## config.mk

```make
export PLATFORM = sky130hd
export DESIGN_NAME = dmem_arbiter
export DESIGN_NICKNAME = d
export VERILOG_FILES = /design/src/rtl/riscv_mem_pkg.sv /design/src/rtl/dmem_arb_pick.sv /design/src/rtl/dmem_arbiter.sv
export SDC_FILE = /design/constraint.sdc
export NUM_CORES = 1
export LEC_CHECK = 0
export ABC_AREA = 0
export BUFFER_PORTS_ARGS = -buffer_cell sky130_fd_sc_hd__buf_2
export CORE_MARGIN = 2
export CORE_UTILIZATION = 39
export CTS_CLUSTER_DIAMETER = 50
export DETAILED_ROUTE_END_ITERATION = 10
export PLACE_DENSITY = 0.76
export SYNTH_ARGS = -nofsm -noshare
export SYNTH_HDL_FRONTEND = slang
export SYNTH_SLANG_ARGS = --single-unit
```

## constraint.sdc

```tcl
create_clock -name clk -period 1.8 [get_ports clk]
set_clock_uncertainty 0.15 [all_clocks]
set_input_delay 0.27 -clock clk [delete_from_list [all_inputs] [get_ports clk]]
set_output_delay 0.27 -clock clk [all_outputs]
set_load 0.02 [all_outputs]
```

## src/rtl/riscv_mem_pkg.sv

```systemverilog
// Shared memory-side types: arbiter FSM state and access owner encodings.
package riscv_mem_pkg;

  typedef enum logic [1:0] {
    IDLE   = 2'd0,
    ACCESS = 2'd1,
    WAIT   = 2'd2
  } arb_state_e;

  typedef enum logic {
    OWN_CORE = 1'b0,
    OWN_DMA  = 1'b1
  } owner_e;

endpackage

```

## src/rtl/dmem_arb_pick.sv

```systemverilog
// Combinational winner select between core and DMA requesters.
// `DMEM_ARB_RR_EN selects round-robin; otherwise the core has fixed priority.
module dmem_arb_pick
  import riscv_mem_pkg::*;
(
  input  logic   core_elig,
  input  logic   dma_elig,
  input  owner_e last_owner,
  output logic   grant,
  output owner_e winner
);

  always_comb begin
    grant  = core_elig | dma_elig;
    winner = OWN_CORE;
    if (!core_elig)
      winner = OWN_DMA;
`ifdef DMEM_ARB_RR_EN
    // On a tie, whoever did not own the previous access goes next.
    else if (dma_elig && (last_owner == OWN_CORE))
      winner = OWN_DMA;
`endif
  end

`ifndef DMEM_ARB_RR_EN
  logic unused_last_owner;
  assign unused_last_owner = last_owner;
`endif

endmodule

```

## src/rtl/dmem_arbiter.sv

```systemverilog
// Serialises core and DMA accesses onto the single-port DMEM (IDLE->ACCESS->WAIT).
// Arbitration policy set by `DMEM_ARB_RR_EN inside dmem_arb_pick.
module dmem_arbiter
  import riscv_mem_pkg::*;
#(
  parameter int DATA_W = 32,
  parameter int ADDR_W = 32,
  parameter int MEM_AW = 8
) (
  input  logic              clk,
  input  logic              rst,
  input  logic              core_req,
  input  logic              core_we,
  input  logic [ADDR_W-1:0] core_addr,
  input  logic [DATA_W-1:0] core_wdata,
  output logic [DATA_W-1:0] core_rdata,
  output logic              core_ack,
  output logic              core_stall,
  input  logic              dma_req,
  input  logic              dma_we,
  input  logic [ADDR_W-1:0] dma_addr,
  input  logic [DATA_W-1:0] dma_wdata,
  output logic [DATA_W-1:0] dma_rdata,
  output logic              dma_ack,
  output logic              mem_en,
  output logic              mem_we,
  output logic [MEM_AW-1:0] mem_addr,
  output logic [DATA_W-1:0] mem_wdata,
  input  logic [DATA_W-1:0] mem_rdata
);

  arb_state_e        state_q, state_d;
  owner_e            owner_q, owner_d;
  owner_e            last_owner_q, last_owner_d;
  logic              we_q, we_d;
  logic [MEM_AW-1:0] addr_q, addr_d;
  logic [DATA_W-1:0] wdata_q, wdata_d;
  logic              core_ack_q, core_ack_d;
  logic              dma_ack_q, dma_ack_d;
  logic [DATA_W-1:0] core_rdata_q, core_rdata_d;
  logic [DATA_W-1:0] dma_rdata_q, dma_rdata_d;

  logic   core_elig, dma_elig, grant;
  owner_e winner;

  // A port is not eligible in its own ack cycle, so a held req is not re-served.
  assign core_elig = core_req & ~core_ack_q;
  assign dma_elig  = dma_req  & ~dma_ack_q;

  dmem_arb_pick u_pick (
    .core_elig  (core_elig),
    .dma_elig   (dma_elig),
    .last_owner (last_owner_q),
    .grant      (grant),
    .winner     (winner)
  );

  always_ff @(posedge clk or negedge rst) begin
    if (!rst) state_q <= IDLE;
    else      state_q <= state_d;
  end

  always_comb begin
    state_d = state_q;
    case (state_q)
      IDLE:    if (grant) state_d = ACCESS;
      ACCESS:  state_d = WAIT;
      WAIT:    state_d = IDLE;
      default: state_d = IDLE;
    endcase
  end

  always_comb begin
    mem_en    = (state_q == ACCESS);
    mem_we    = mem_en & we_q;
    mem_addr  = addr_q;
    mem_wdata = wdata_q;
  end

  always_comb begin
    owner_d      = owner_q;
    last_owner_d = last_owner_q;
    we_d         = we_q;
    addr_d       = addr_q;
    wdata_d      = wdata_q;
    core_ack_d   = 1'b0;
    dma_ack_d    = 1'b0;
    core_rdata_d = core_rdata_q;
    dma_rdata_d  = dma_rdata_q;
    if ((state_q == IDLE) && grant) begin
      owner_d      = winner;
      last_owner_d = winner;
      if (winner == OWN_CORE) begin
        we_d    = core_we;
        addr_d  = core_addr[MEM_AW+1:2];
        wdata_d = core_wdata;
      end else begin
        we_d    = dma_we;
        addr_d  = dma_addr[MEM_AW+1:2];
        wdata_d = dma_wdata;
      end
    end
    // mem_rdata is valid in WAIT, one cycle after the ACCESS strobe.
    if (state_q == WAIT) begin
      if (owner_q == OWN_CORE) begin
        core_ack_d = 1'b1;
        if (!we_q) core_rdata_d = mem_rdata;
      end else begin
        dma_ack_d = 1'b1;
        if (!we_q) dma_rdata_d = mem_rdata;
      end
    end
  end

  always_ff @(posedge clk or negedge rst) begin
    if (!rst) begin
      owner_q      <= OWN_CORE;
      last_owner_q <= OWN_DMA;
      we_q         <= 1'b0;
      addr_q       <= '0;
      wdata_q      <= '0;
      core_ack_q   <= 1'b0;
      dma_ack_q    <= 1'b0;
      core_rdata_q <= '0;
      dma_rdata_q  <= '0;
    end else begin
      owner_q      <= owner_d;
      last_owner_q <= last_owner_d;
      we_q         <= we_d;
      addr_q       <= addr_d;
      wdata_q      <= wdata_d;
      core_ack_q   <= core_ack_d;
      dma_ack_q    <= dma_ack_d;
      core_rdata_q <= core_rdata_d;
      dma_rdata_q  <= dma_rdata_d;
    end
  end

  assign core_ack   = core_ack_q;
  assign dma_ack    = dma_ack_q;
  assign core_rdata = core_rdata_q;
  assign dma_rdata  = dma_rdata_q;
  assign core_stall = core_req & ~core_ack_q;

  // Byte-offset and above-depth address bits are intentionally dropped.
  logic unused_addr_bits;
  assign unused_addr_bits = ^{core_addr, dma_addr};

endmodule

```

# [After elaboration in Yosys (flattened, before gate mapping)]
# Cells that the tools add are included.
[classes] eq_ne=3 muxes=10 bitwise_logic=8 n_reduce_logical=4
[op_table] op="$mux 32" count=1
[op_table] op="$mux 8" count=1
[op_table] op="$mux 1" count=6
[op_table] op="$reduce_and 3->1" count=2
[op_table] op="$not 1->1" count=4
[op_table] op="$pmux 2 s2" count=1
[op_table] op="$and 1x1->1" count=3
[op_table] op="$eq 2x1->1 const B" count=1
[op_table] op="$eq 2x2->1 const B" count=1
[op_table] op="$logic_not 2->1" count=1
[op_table] op="$mux 2" count=1
[op_table] op="$ne 2x2->1 const B" count=1
[op_table] op="$logic_and 1x1->1" count=1
[op_table] op="$or 1x1->1" count=1
[totals] regBits=110 out_inout_bits=109

# [Longest topological paths before layout]
[depth] ltp_word=5 mapped_depth=5 ltp_nobuf=3

# [Modules after synthesis]
# A second synthesis with hierarchy kept.
[hier_totals] hier_cells=288 area_unflattened_um2=4714.5
[modules_own_cells] module="dmem_arbiter" instances=1 cells_per_inst=286 area_per_inst_um2=4704.5
[modules_own_cells] module="dmem_arb_pick" instances=1 cells_per_inst=2 area_per_inst_um2=10.0

# [Worst setup path before layout]
# Ideal clock, no wire load.
[synth_path] path_kind="flip-flop to flip-flop" from="register core_ack_q, in the netlist core_ack" to="register addr_q[0], in the netlist mem_addr[0]" setup_time_ns=0.125 t_arrival_ns=1.647 required_ns=1.525 slack_ns=-0.122 path_stages_with_launch=6 path_buffers=2 path_cell_list="dfrtp_1 > nand2b_1 > buf_2 > a211oi_4 > buf_6 > mux2_2"
[synth_via] elab_chain_cells=4 elab_cells_between_ends=5
[synth_rtl] element="from (decl)" line_no="dmem_arbiter.sv:38" source="logic core_ack_q, core_ack_d;"
[synth_rtl] element="from (signal assigned)" line_no="dmem_arbiter.sv:132" source="core_ack_q <= core_ack_d;"
[synth_rtl] element="$not 1->1 *" line_no="dmem_arbiter.sv:47" source="assign core_elig = core_req & ~core_ack_q;"
[synth_rtl] element="$and 1x1->1 *" line_no="dmem_arbiter.sv:47"
[synth_rtl] element="$or 1x1->1" line_no="dmem_arb_pick.sv:14" source="grant = core_elig | dma_elig;"
[synth_rtl] element="$logic_and 1x1->1" line_no="dmem_arbiter.sv:90" source="if ((state_q == IDLE) && grant) begin"
[synth_rtl] element="to (signal assigned)" line_no="dmem_arbiter.sv:130" source="addr_q <= addr_d;"
[synth_rtl] element="to (decl)" line_no="dmem_arbiter.sv:36" source="logic [MEM_AW-1:0] addr_q, addr_d;"
# Every way passes the cells marked *; elsewhere a longest branch is shown, timed or not.
# A chain may end at the register's enable or synchronous reset.

# [Worst setup path in the final report]
[layout_path] from="register core_ack_q, in the netlist core_ack" to="register wdata_q[25], in the netlist mem_wdata[25]"
[layout_via] elab_chain_cells=4 elab_cells_between_ends=5
[layout_rtl] element="$not 1->1 *" line_no="dmem_arbiter.sv:47"
[layout_rtl] element="$and 1x1->1 *" line_no="dmem_arbiter.sv:47"
[layout_rtl] element="$or 1x1->1" line_no="dmem_arb_pick.sv:14"
[layout_rtl] element="$logic_and 1x1->1" line_no="dmem_arbiter.sv:90"
[layout_rtl] element="to (signal assigned)" line_no="dmem_arbiter.sv:131" source="wdata_q <= wdata_d;"
[layout_rtl] element="to (decl)" line_no="dmem_arbiter.sv:37" source="logic [DATA_W-1:0] wdata_q, wdata_d;"
# Marks and branches as above.

==> results.yml <==
routing:
  first_iter_violations: 76
  route.detailed.wl_per_inst_um: 15.7
  vias: 3226
  vias_per_cell: 4.79
  ant_nets: 0
  drc_errors: 0
  drt_wl_total_um: 10500
  first_pass_iters: 4
critical_path:
  crit_cells: 5
  rr_worst_depth: 5
  r2r_end: "mem_wdata[25]$_DFFE_PN0P_"
  crit_family: "flip-flops"
  worstSetupPathType: "flop to flop"
  path_cells: "nand2b_4, a211oi_4, buf_4, buf_12, mux2_2"
  worstPathArrival_ns: 1.82
  slowest_stage: "dfrtp_2"
  slowest_delay_ns: 0.40
  worstReg2RegStart: "core_ack$_DFF_PN0_"
  startpoint_type: "flop"
  crit_fanout: 15
  path_buf_inv: 2
  required_ns: 1.87
  cp-endpoint: "mem_wdata[25]$_DFFE_PN0P_"
  cp-end-kind: "flop"
  worstSetupStartpoint: "core_ack$_DFF_PN0_"
  ff2ff_setup_slack_ns: 0.05
synthesis:
  synth-edff-count: 0
  synthTopCellsByArea: "dfrtp_1 60%, mux2_2 33%, mux2_1 2.7%"
  synthAdderAreaFrac: 0
  synthMuxAreaShare: 0.356
  synth_area_um2: 4620
  ys_async_sr_fraction: 1.00
  synthXorXnorAreaFrac: 0
  yosys_warnings: 0
  yosys.area_share.simple: 0.0154
  syn_nets: 451
  yosys-top-cells-count: "135 x mux2_2, 110 x dfrtp_1, 11 x mux2_1"
  synth_area_per_cell_um2: 16.2
  synthCells: 285
  synth_area_leader_cell: "dfrtp_1"
  ys_types: 15
  synth_compound_area_frac: 0.00650
  yosysMostFrequentCell: "mux2_2"
  synth_top_family_by_area: "multiplexers"
  synth-main-ff-cell: "dfrtp_1"
  yosysSeqAreaShare: 0.596
  synth_top_area_frac: 0.596
  ys_ff_latch: 110
clock_network:
  path_clk_slew_ns: 0.07
  clock_sinks: 110
  cts_made_buffers: 9
  ctsHtreeMaxLevel: 3
  tritoncts: "built"
  insertion_delay_ns: 0.34
  clock-root-buffer: "clkbuf_16"
  clockBufferDepth: 2
sta:
  finalHoldViolations: 0
  fin_crit_sh: 0.973
  worst_pin_slew_ns: 0.310
  slew_headroom: 0.793
  final_max_slew_viol_count: 0
  rsz0062_at_grt: "false"
  fmax_mhz: 571
  finalCriticalPeriod_ns: 1.75
  setup_viol_count_final: 0
floorplanning:
  start_util: 0.403
  floorplan.die_area_um2: 12700
  pin_count: 275
  core_area_um2: 11500
  rows: 39
  die_w_um: 113
  die_h_um: 113
finish:
  n_fill_cell: 977
  multi_input_area_um2: 1790
  finalInstanceArea_um2: 6430
  n_antenna_cell: 0
  instances_no_fill: 673
  drive_gt1_frac: 0.755
  fin_nets: 691
  seq_area_um2: 2750
  synthToLayoutAreaGrowth_pct: 39.2
global_route:
  first_global_vias: 3506
  grt_max_degree: 51
  grt_usage: 0.168
  grt_pass1_wl_um: 17000
  grt-ovfl-total: 0
  antenna_found_initial: 0
job:
  maxCapViolCount: 0
worst_hold_path:
  hold_path_class: "primary input to flop"
power_and_ir_drop:
  ir_drop_v: 0.000999
  leakagePower_nw: 3.14
  powerDensity_nw_per_um2: 1880
place:
  portBuffers: 226
  placed_cells: 650
  place_area_um2: 6000
  hpwl_um: 7810
  gp_congestion: 0.709
run_status:
  status: "completed"
worst min path at each step:
stage,endpoint,cells after the start,slack (ns),start
2_1_floorplan,core_ack$_DFF_PN0_,0,-0.18,rst
3_3_place_gp,mem_wdata[14]$_DFFE_PN0P_,1,0.03,rst
3_5_place_dp,mem_wdata[26]$_DFFE_PN0P_,1,0.04,rst
4_1_cts,dma_rdata[11]$_DFFE_PN0P_,2,0.003,mem_rdata[11]
5_1_grt,dma_rdata[11]$_DFFE_PN0P_,2,0.01,mem_rdata[11]
6_report,dma_rdata[11]$_DFFE_PN0P_,2,0.02,mem_rdata[11]
sequential cells by signal, indices dropped and copies added, names as in the netlist:
register / flops
mem_wdata: 32
we_q: 1
state_q: 2
mem_addr: 8
owner_q: 1
dma_ack: 1
dma_rdata: 32
core_ack: 1
core_rdata: 32
cells in the final DEF, fill, tap and decap left out, drive strengths merged, types with 3 or more instances in the layout:
cell / synthesis / layout
clkbuf: 0 / 11
dlygate4sd3: 0 / 4
dfrtp: 110 / 110
buf: 15 / 239
nand2b: 3 / 3
mux2: 146 / 146
clkinv: 0 / 3
power breakdown:
group | switching (mW) | internal [mW]
clock | 0.871 | 1.22
combinational | 3.05 | 2.61
sequential | 0.623 | 3.72
repair_timing:
item                                   CTS  global route
endpoints found under the hold margin   63             0
gates resized for setup                  1             8
cloned                                   0             1
setup endpoints to repair                2            40
hold buffers                             4             0
pin swaps                                0             1
buffers inserted                         0             2
stage by stage:
step,total power [mW],util,hold WS [ns],TNS (ns),setup slack [ns]
2_1_floorplan,8.01,-,-0.176,-3.53,-0.0951
3_3_place_gp,9.76,0.523,0.0295,0,0.0581
3_5_place_dp,9.97,0.523,0.0362,0,0.0114
4_1_cts,12.1,0.555,0.00255,-0.000126,-0.000126
5_1_grt,12.8,0.561,0.00950,0,0.0000639
6_report,12.1,0.561,0.0151,0,0.0482
metal layers:
metal  GRT usage  share of wire  vias to the layer above
li1            -              -                     1493
met1       0.193           0.39                     1582
met4      0.0642          0.018                        0
met3      0.0445          0.081                       15
met2       0.301           0.52                      136
met5           0              0                        -
logic make-up (layout without fill, tap and decap cells):
logic type / after synthesis / in the layout
flops: 110 / 110
compound gates: 2 / 2
mux: 146 / 146
simple gates: 10 / 10
buf+inv: 17 / 262
worst reg2reg max path: cells and delay by family, from the launching register on:
kind	cells	cell delay, ns
multiplexers	1	0.35
AND/OR/NAND/NOR	1	0.18
flip-flops	1	0.40
buffers and inverters	2	0.33
AO/OA/AOI/OAI	1	0.22
area by class of cell:
type | count | area share
clock buffers | 10 | 0.0356
repair buffers | 244 | 0.216
multi-input cells | 158 | 0.278
flip-flops and latches | 110 | 0.428
inverters | 2 | 0.00117
clock inverters | 6 | 0.0134
well taps | 143 | 0.0278
No activity file was read; power rests on OpenSTA's default activity.
